File: config.mk
export PLATFORM = sky130hd
export DESIGN_NAME = valid_data_link_flat
export DESIGN_NICKNAME = d
export VERILOG_FILES = /design/src/rtl/valid_data_link_if.sv /design/src/rtl/valid_data_link.sv /design/src/flat_wrapper.sv
export SDC_FILE = /design/constraint.sdc
export NUM_CORES = 1
export LEC_CHECK = 0
export ABC_CLOCK_PERIOD_IN_PS = 1200
export BUFFER_PORTS_ARGS = -buffer_cell sky130_fd_sc_hd__buf_2
export CAP_MARGIN = 10
export CORE_AREA = 3 3 40 42
export DETAILED_ROUTE_END_ITERATION = 8
export DIE_AREA = 0 0 43 45
export PLACE_DENSITY = 0.53
export SLEW_MARGIN = 20
export SYNTH_ARGS = -nofsm -noshare
export SYNTH_HDL_FRONTEND = slang
export SYNTH_SLANG_ARGS = --single-unit
File: constraint.sdc
create_clock -name clk -period 1.2 [get_ports clk]
set_input_delay 0.12 -clock clk [delete_from_list [all_inputs] [get_ports clk]]
set_output_delay 0.12 -clock clk [all_outputs]
set_load 0.02 [all_outputs]
File: src/rtl/valid_data_link_if.sv
// Link bundle between the toggling source stage and the capturing sink stage.
// Carries the enables in, and the link, capture and transfer-count observation out.
// No flow control of its own: the enables are the only throttle.
interface valid_data_link_if #(
    parameter int DATA_W = 1,
    parameter int CNT_W  = 16
);
    logic              src_en;
    logic              snk_en;
    logic [DATA_W-1:0] link_data;
    logic              link_valid;
    logic [DATA_W-1:0] valid_data;
    logic              capture;
    logic [CNT_W-1:0]  xfer_cnt;

    modport master (
        output src_en,
        output snk_en,
        input  link_data,
        input  link_valid,
        input  valid_data,
        input  capture,
        input  xfer_cnt
    );

    modport slave (
        input  src_en,
        input  snk_en,
        output link_data,
        output link_valid,
        output valid_data,
        output capture,
        output xfer_cnt
    );
endinterface

File: src/rtl/valid_data_link.sv
// Toggling source register feeding a sink that captures valid payloads; optional counter via VALID_DATA_LINK_CNT_EN.
// Latency: capture and valid_data update one cycle after the edge that sees link_valid=1 with snk_en=1.
// Backpressure: none; src_en stalls the source, snk_en gates capture, nothing propagates upstream.
module valid_data_link #(
    parameter int DATA_W = 1,
    parameter int CNT_W  = 16
) (
    input  logic               clk,
    input  logic               rst,
    valid_data_link_if.slave   link
);

    logic [1:0]        sync_q;
    logic              src_run;
    logic              snk_run;
    logic [DATA_W-1:0] link_data_q;
    logic              link_valid_q;
    logic [DATA_W-1:0] valid_data_q;
    logic              capture_q;
    logic              cap_fire;

    // Release is staged: the source may toggle from the second edge after rst
    // rises, the sink one edge later (the link cannot be valid before then anyway).
    always_ff @(posedge clk or negedge rst) begin
        if (!rst) begin
            sync_q <= 2'b00;
        end else begin
            sync_q <= {sync_q[0], 1'b1};
        end
    end

    assign src_run = sync_q[0];
    assign snk_run = sync_q[1];

    always_ff @(posedge clk or negedge rst) begin
        if (!rst) begin
            link_data_q  <= '0;
            link_valid_q <= 1'b0;
        end else if (src_run && link.src_en) begin
            link_data_q  <= ~link_data_q;
            link_valid_q <= ~link_valid_q;
        end
    end

    // Sink samples the pre-edge link, so a same-edge toggle never corrupts the capture.
    assign cap_fire = snk_run & link.snk_en & link_valid_q;

    always_ff @(posedge clk or negedge rst) begin
        if (!rst) begin
            valid_data_q <= '0;
            capture_q    <= 1'b0;
        end else begin
            capture_q <= cap_fire;
            if (cap_fire) begin
                valid_data_q <= link_data_q;
            end
        end
    end

`ifdef VALID_DATA_LINK_CNT_EN
    logic [CNT_W-1:0] cnt_q;

    always_ff @(posedge clk or negedge rst) begin
        if (!rst) begin
            cnt_q <= '0;
        end else if (cap_fire && (cnt_q != {CNT_W{1'b1}})) begin
            cnt_q <= cnt_q + {{(CNT_W-1){1'b0}}, 1'b1};
        end
    end

    assign link.xfer_cnt = cnt_q;
`else
    assign link.xfer_cnt = {CNT_W{1'b0}};
`endif

    assign link.link_data  = link_data_q;
    assign link.link_valid = link_valid_q;
    assign link.valid_data = valid_data_q;
    assign link.capture    = capture_q;

endmodule

File: src/flat_wrapper.sv
// flat-port wrapper written by rule: the top's interface ports become plain ports
module valid_data_link_flat 
#(
    parameter int DATA_W = 1,
    parameter int CNT_W  = 16
)
  (clk, rst, link_src_en, link_snk_en, link_link_data, link_link_valid, link_valid_data, link_capture, link_xfer_cnt);
  valid_data_link_if #(.DATA_W(DATA_W), .CNT_W(CNT_W)) link_i ();
  input  logic clk;
  input  logic rst;
  input wire logic [$bits(link_i.src_en)-1:0] link_src_en;
  input wire logic [$bits(link_i.snk_en)-1:0] link_snk_en;
  output wire logic [$bits(link_i.link_data)-1:0] link_link_data;
  output wire logic [$bits(link_i.link_valid)-1:0] link_link_valid;
  output wire logic [$bits(link_i.valid_data)-1:0] link_valid_data;
  output wire logic [$bits(link_i.capture)-1:0] link_capture;
  output wire logic [$bits(link_i.xfer_cnt)-1:0] link_xfer_cnt;
  assign link_i.src_en = link_src_en;
  assign link_i.snk_en = link_snk_en;
  assign link_link_data = link_i.link_data;
  assign link_link_valid = link_i.link_valid;
  assign link_valid_data = link_i.valid_data;
  assign link_capture = link_i.capture;
  assign link_xfer_cnt = link_i.xfer_cnt;
  valid_data_link #(.DATA_W(DATA_W), .CNT_W(CNT_W)) u_core (.clk(clk), .rst(rst), .link(link_i));
endmodule
# Word level (Yosys, flattened, before mapping)
# Cells that the tools add are included.
[word_totals]
latch_bits = 0
mem_bits_ro = 0
regBits = 6
mem_bits_rw = 0
inputBits = 4
n_memories = 0
out_inout_bits = 20
wordCells = 10
[classes]
bitwise = 4
shift = 0
n_reduce_logical = 1
n_mul = 0
order_cmp = 0
n_div = 0
n_addsub = 0
n_mux = 0
n_eq_ne = 0
[op_table]
columns = ["operator", "count"]
rows = [
  ["$and A1 B1 Y1", 2],
  ["$not A1 Y1", 2],
  ["$logic_and A1 B1 Y1", 1],
]

# Depth between registers and ports, before layout
# Gate-level depths: netlist of run 1.
[depth]
depth_word = 2
depth_mapped = 2
mapped_depth_nobuf = 2

# Worst setup path after synthesis of run 1
# No wires, ideal clock.
[synth_path]
path_type = "register -> register"
from = "register u_core.link_valid_q, in the netlist u_core.link.link_valid"
to = "register u_core.valid_data_q, in the netlist u_core.link.valid_data"
n_path_buf = 0
stages_incl_launch_ff = 3
arrival_time_ns = 0.970
setup_ns = 0.125
synth_period_minus_slack_ns = 1.095
t_required_ns = 1.075
slack_ns = 0.105
cell_sequence = "dfrtp_1 -> and3_4 -> mux2_4"
[synth_via]
elab_chain_cells = 1
[synth_rtl]
columns = ["element", "line_no", "text"]
rows = [
  ["from (decl)", "valid_data_link.sv:17", "logic link_valid_q;"],
  ["from (signal assigned)", "valid_data_link.sv:41", "link_valid_q <= ~link_valid_q;"],
  ["$and A1 B1 Y1", "valid_data_link.sv:46", "assign cap_fire = snk_run & link.snk_en & link_valid_q;"],
  ["via u_core.cap_fire", "valid_data_link.sv:20", "logic cap_fire;"],
  ["to (signal assigned)", "valid_data_link.sv:55", "valid_data_q <= link_data_q;"],
  ["to (decl)", "valid_data_link.sv:18", "logic [DATA_W-1:0] valid_data_q;"],
]
# The timed path passes the listed nets, and every way through them passes these cells.
# A chain may end at the register's enable or synchronous reset.

# Worst setup path after layout of run 1
# Same ends and word-level chain as after synthesis.

==> out/metrics.yaml, run 1 <==
status: "finished, final reports clean"
cellPowerDensity_nw_per_um2: 2144
num_antenna_cells: 0
crit_fanout: 3
critPathKind: "reg -> reg"
grt_overflow: 0
synth_area_per_cell_um2: 11.22
cp_cell_sequence: "and3_4 -> mux2_4"
post_cts_resized: 0
timing.hold.ws_ns: 0.1779
cp_top_family: "flip-flops"
drc: 0
grt_max_degree: 7
drv_slew: 0
r2r-start: "u_core.link.link_valid$_DFFE_PN0P_"
maxCapViolCount: 0
placed_area_um2: 315.3
start_kind: "flip-flop"
num-fill-cells: 142
io_pins: 24
fin_ws_ns: 0.2187
rsz0062_at_grt: "no"
fin_util: 0.2707
crit_arrival_ns: 1.10
synth-seq-cells: 6
r2r_cells: 2
drtAntennaViolNets: 0
ir_drop_v: 0.0003793
path_buf_inv: 0
cts_max_path_buffers: 2
wl_per_cell_um: 7.574
core-area_um2: 1285
fin_skew_ns: 0.001707
grt_pass1_vias: 133
chipHeight_um: 45
num_rows: 13
cts-htree-levels: 1
min_period_over_period: 0.8178
die_width_um: 43
min_period_ns: 0.9813
finalHoldViolCount: 0
syn-cell-area_um2: 325.3
rrSetupSlack_ns: 0.22
cp-startpoint: "u_core.link.link_valid$_DFFE_PN0P_"
clkLatencyLatePin_ns: 0.24
design_area_um2: 347.8
wirelength_um: 409
crit_required_ns: 1.32
yosysSeqAreaShare: 0.4615
port_buffers: 7
instances_no_fill: 54
netlist-cell-type-count: 7
finalNetCount: 45
min_path_type: "in -> reg"
synthCells: 29
drive_above_1_share: 0.3077
crit_cells: 2
crit_end: "u_core.link.valid_data$_DFFE_PN0P_"
dp_hpwl_um: 347.6
area_growth_pct: 6.923
cp-end-kind: "flip-flop"
clk_pin_slew_ns: 0.04
fmax_mhz: 1019
cts_root_buf: "clkbuf_4"
dr_total_vias: 156
antenna_found_initial: 0
final.setup.tns_ns: 0
cpPeakStageDelay_ns: 0.37
setup_violations: 0
power_uw: 745.6
slowest_stage: "dfrtp_1"
dp_cells: 50
cts_sinks: 6
reg2reg_to: "u_core.link.valid_data$_DFFE_PN0P_"
die_area_um2: 1935
drtIter0Drc: 0
dr.pass1.iters: 1
drt-vias-per-instance: 2.889
cts_tree: "yes"
place.gp.congestion: 0.6680
synth_warnings: 0
cts_buffers: 3
grt_usage: 0.04866
pre_cts_slack_ns: 0.2139
initial_core_util: 0.2532
grt_pass1_wl_um: 586
leakage_nw: 0.1921
worst min-delay path: cells and delay by family:
kind / cells / cell delay, ns
buf+inv: 1 / 0.10
simple gates: 1 / 0.09
xor+xnor: 1 / 0.07
metal layers:
layer	share of wire	GRT usage	vias to the layer above
met4	0	0.07229	0
met1	0.39	0.04926	68
li1	-	-	75
met2	0.44	0.05988	13
met3	0.16	0.02390	0
met5	0	0	-
kinds of logic after synthesis:
family        count (synthesis)  share of synthesized area
simple gates                  2                    0.04614
flops                         6                     0.4615
xor+xnor                      2                    0.05386
other cells                   2                    0.02309
buf+inv                      16                     0.3692
mux                           1                    0.04614
cells in the mapped netlist, drive strengths merged:
| cell | instances | area [µm²] |
|---|---|---|
| dfrtp | 6 | 150.1 |
| mux2 | 1 | 15.01 |
| conb | 2 | 7.510 |
| xnor2 | 2 | 17.52 |
| nand2 | 1 | 3.750 |
| buf | 16 | 120.1 |
| and3 | 1 | 11.26 |
worst min path at each step:
stage | end | cells after the start | from
after CTS | u_core.link.link_valid$_DFFE_PN0P_ | 3 | link_src_en
after detailed placement | u_core.link.capture$_DFF_PN0_ | 1 | rst
after floorplan | u_core.link.capture$_DFF_PN0_ | 0 | rst
final | u_core.link.link_valid$_DFFE_PN0P_ | 3 | link_src_en
after global placement | u_core.link.capture$_DFF_PN0_ | 1 | rst
after global routing | u_core.link.capture$_DFF_PN0_ | 2 | link_snk_en
placed cells by master (no fill, tap or decap):
cell	count
conb_1	17
buf_2	7
dfrtp_1	6
clkbuf_4	3
xnor2_1	2
nand2_1	1
and3_4	1
mux2_4	1
dlygate4sd3_1	1
where the power goes:
group | switching [mW] | internal [mW] | total [mW]
clock | 0.0659 | 0.113 | 0.179
combinational | 0.161 | 0.101 | 0.262
sequential | 0.0409 | 0.264 | 0.305
total | 0.268 | 0.478 | 0.746
state kept, by name, summed over array words and instances (netlist names):
register,flops
u_core.sync_q,2
u_core.link.valid_data,1
u_core.link.link_data,1
u_core.link.link_valid,1
u_core.link.capture,1
what timing repair did:
action	4_1_cts	5_1_grt
setup endpoints to repair	0	0
hold endpoints to repair	6	0
buffers inserted	0	0
hold buffers	1	0
layout make-up:
type                            instances  area, µm²  area share
Timing Repair Buffer                    8      45.04      0.1295
Tap cell                               15      18.77     0.05396
Multi-Input combinational cell         22      111.4      0.3201
Clock buffer                            3      22.52     0.06475
Sequential cell                         6      150.1      0.4317
(Power assumes the default switching activity.)
==> inputs of run 2 (changes only) <==
ABC_CLOCK_PERIOD_IN_PS = 800   (was 1200)
PLACE_DENSITY = 0.55   (was 0.53)
clock period = 0.8 ns   (was 1.2 ns; I/O delays follow)
==> run 2 against run 1 <==
The run now ends with negative setup slack left. First-iteration DRC count did not move. Critical path depth did not move. Sequential power is 54% higher. Fmax grew 1.9%. Critical path type unchanged.
==> out/metrics.yaml, run 2 (same netlist as run 1, synthesis figures left out) <==
slowest_stage: "dfrtp_2"  # was dfrtp_1
crit_required_ns: 0.92  # was 1.32 ns
cts_root_buf: "clkbuf_4"  # unchanged
p_sw_uw: 462.0  # was 267.6 µW
min_period_ns: 0.9628  # was 0.9813 ns
cp_top_family: "flip-flops"  # unchanged
grt_overflow: 0  # unchanged
final.setup.tns_ns: -0.4961  # was 0 ns
start_kind: "flip-flop"  # unchanged
cts_max_path_buffers: 2  # unchanged
most-common-layout-cells: "conb_1, buf_6, dfrtp_1, clkbuf_4, buf_2"  # was conb_1, buf_2, dfrtp_1, clkbuf_4, xnor2_1
io_pins: 24  # unchanged
r2r-start: "u_core.link.link_valid$_DFFE_PN0P_"  # unchanged
drc: 0  # unchanged
drtAntennaViolNets: 0  # unchanged
cts_tree: "yes"  # unchanged
grt_pass1_vias: 160  # was 133
cts_sinks: 6  # unchanged
grt_usage: 0.05281  # was 0.04866
drtIter0Drc: 0  # unchanged
cp-end-kind: "flip-flop"  # unchanged
fmax_mhz: 1039  # was 1019 MHz
rsz0062_at_grt: "yes"  # was no
critPathKind: "reg -> reg"  # unchanged
cp_cell_sequence: "and3_4 -> mux2_4"  # unchanged
largest_reg_flops: 2  # unchanged
wirelength_um: 443  # was 409 µm
clkPwrFrac: 0.206  # was 0.240
layout_commonest_cell: "conb_1"  # unchanged
path_buf_inv: 0  # unchanged
finalNetCount: 49  # was 45
hold-path-cell-count: 3  # unchanged
num_rows: 13  # unchanged
setup_violations: 6  # was 0
p_sw_frac: 0.3221  # was 0.3589
min_path_type: "in -> reg"  # unchanged
clkLatencyLatePin_ns: 0.24  # about the same
cpPeakStageDelay_ns: 0.40  # was 0.37 ns
cts-htree-levels: 1  # unchanged
rrSetupSlack_ns: -0.16  # was 0.22 ns
reg2reg_to: "u_core.link.valid_data$_DFFE_PN0P_"  # unchanged
antenna_found_initial: 0  # unchanged
violations: "negative setup slack"
clk_pin_slew_ns: 0.05  # was 0.04 ns
min_period_over_period: 1.203  # was 0.8178
leakage_nw: 0.2217  # was 0.1921 nW
multi_input_area_um2: 111.4  # unchanged
comb_power_share: 0.467  # was 0.351
crit_arrival_ns: 1.08  # was 1.10 ns
chipHeight_um: 45  # unchanged
cellPowerDensity_nw_per_um2: 3452  # was 2144 nW/µm²
fin_skew_ns: 0.005905  # was 0.001707 ns
fin_util: 0.3233  # was 0.2707
drive_above_1_share: 0.3864  # was 0.3077
seq_power_share: 0.328  # was 0.409
cts_buffers: 3  # unchanged
min_from: "link_src_en"  # unchanged
core-area_um2: 1285  # unchanged
internal_power_uw: 972.2  # was 478.0 µW
hold_path_end: "u_core.link.link_valid$_DFFE_PN0P_"  # unchanged
place.gp.congestion: 0.6789  # was 0.6680
grt_max_degree: 7  # unchanged
finalHoldViolCount: 0  # unchanged
grt_pass1_wl_um: 655  # was 586 µm
wl_per_cell_um: 7.508  # was 7.574 µm
initial_core_util: 0.2532  # unchanged
r2r_cells: 2  # unchanged
seq_area_um2: 151.4  # was 150.1 µm²
num-fill-cells: 140  # was 142
dr.pass1.iters: 1  # unchanged
die_width_um: 43  # unchanged
area_growth_pct: 27.69  # was 6.923%
maxCapViolCount: 0  # unchanged
ir_drop_v: 0.0005996  # was 0.0003793 V
num_antenna_cells: 0  # unchanged
top_register: "u_core.sync_q"  # unchanged
fin_ws_ns: -0.1628  # was 0.2187 ns
drt-vias-per-instance: 3.034  # was 2.889
drv_slew: 0  # unchanged
status: "complete, but fails checks"  # was finished, final reports clean
crit_fanout: 2  # was 3
port_buffers: 7  # unchanged
dp_hpwl_um: 357.3  # was 347.6 µm
dr_total_vias: 179  # was 156
die_area_um2: 1935  # unchanged
-- run 2: changes by cell type in the layout (fill, tap and decap cells not counted), sizes merged --
cell	change
buf	+4
clkbuf	+1
-- run 2: area by class of cell --
cell class / count / area share
flip-flops and latches: 6 / 0.3645
repair buffers: 12 / 0.2590
well taps: 15 / 0.04518
clock buffers: 4 / 0.06325
multi-input cells: 22 / 0.2681
-- run 2: worst max path at each step --
stage | from | end | slack [ns] | cells past startpoint
2_1_floorplan | u_core.link.link_valid$_DFFE_PN0P_ | u_core.link.valid_data$_DFFE_PN0P_ | -0.22 | 2
3_3_place_gp | u_core.link.link_valid$_DFFE_PN0P_ | u_core.link.valid_data$_DFFE_PN0P_ | -0.13 | 2
3_5_place_dp | u_core.link.link_valid$_DFFE_PN0P_ | u_core.link.valid_data$_DFFE_PN0P_ | -0.14 | 2
4_1_cts | u_core.link.link_valid$_DFFE_PN0P_ | u_core.link.valid_data$_DFFE_PN0P_ | -0.17 | 2
5_1_grt | u_core.link.link_valid$_DFFE_PN0P_ | link_link_valid | -0.18 | 2
6_report | u_core.link.link_valid$_DFFE_PN0P_ | u_core.link.valid_data$_DFFE_PN0P_ | -0.16 | 2
-- run 2: worst min-delay path: stages --
cell	delay, ns
buf_2	0.09
nand2_1	0.10
xnor2_1	0.08
-- run 2: timing repair --
item | CTS | global route
hold buffers | 1 | 0
gates cloned | 0 | 0
buffers inserted | 3 | 0
resized for setup | 9 | 1
endpoints found under the hold margin | 6 | 0
setup endpoints to repair | 5 | 7
-- run 2: through the flow --
stage                     setup WS (ns)  cell area, µm²  hold slack (ns)  std cells  power [mW]
final                           -0.1628           415.4           0.1485         59       1.434
after global routing            -0.1847           415.4           0.1586         59       1.528
after CTS                       -0.1705           411.6           0.1398         59       1.439
after detailed placement        -0.1427           324.1         -0.09010         51      0.8980
after global placement          -0.1333           324.1         -0.09195         51      0.8928
after floorplan                 -0.2217           382.9          -0.2156         44      0.8055
-- run 2: power groups by stage --
stage | clock [mW] | combinational, mW | sequential (mW)
2_1_floorplan | 0 | 0.231 | 0.575
3_3_place_gp | 0 | 0.435 | 0.457
3_5_place_dp | 0 | 0.440 | 0.458
4_1_cts | 0.314 | 0.657 | 0.467
5_1_grt | 0.337 | 0.705 | 0.485
6_report | 0.295 | 0.669 | 0.470
-- run 2: layer usage --
| metal | GRT usage | share of wire | vias to the layer above |
|---|---|---|---|
| met5 | 0 | 0 | - |
| met4 | 0.05422 | 0 | 0 |
| met3 | 0.03984 | 0.18 | 0 |
| met2 | 0.06587 | 0.48 | 13 |
| met1 | 0.05405 | 0.34 | 80 |
| li1 | - | - | 86 |
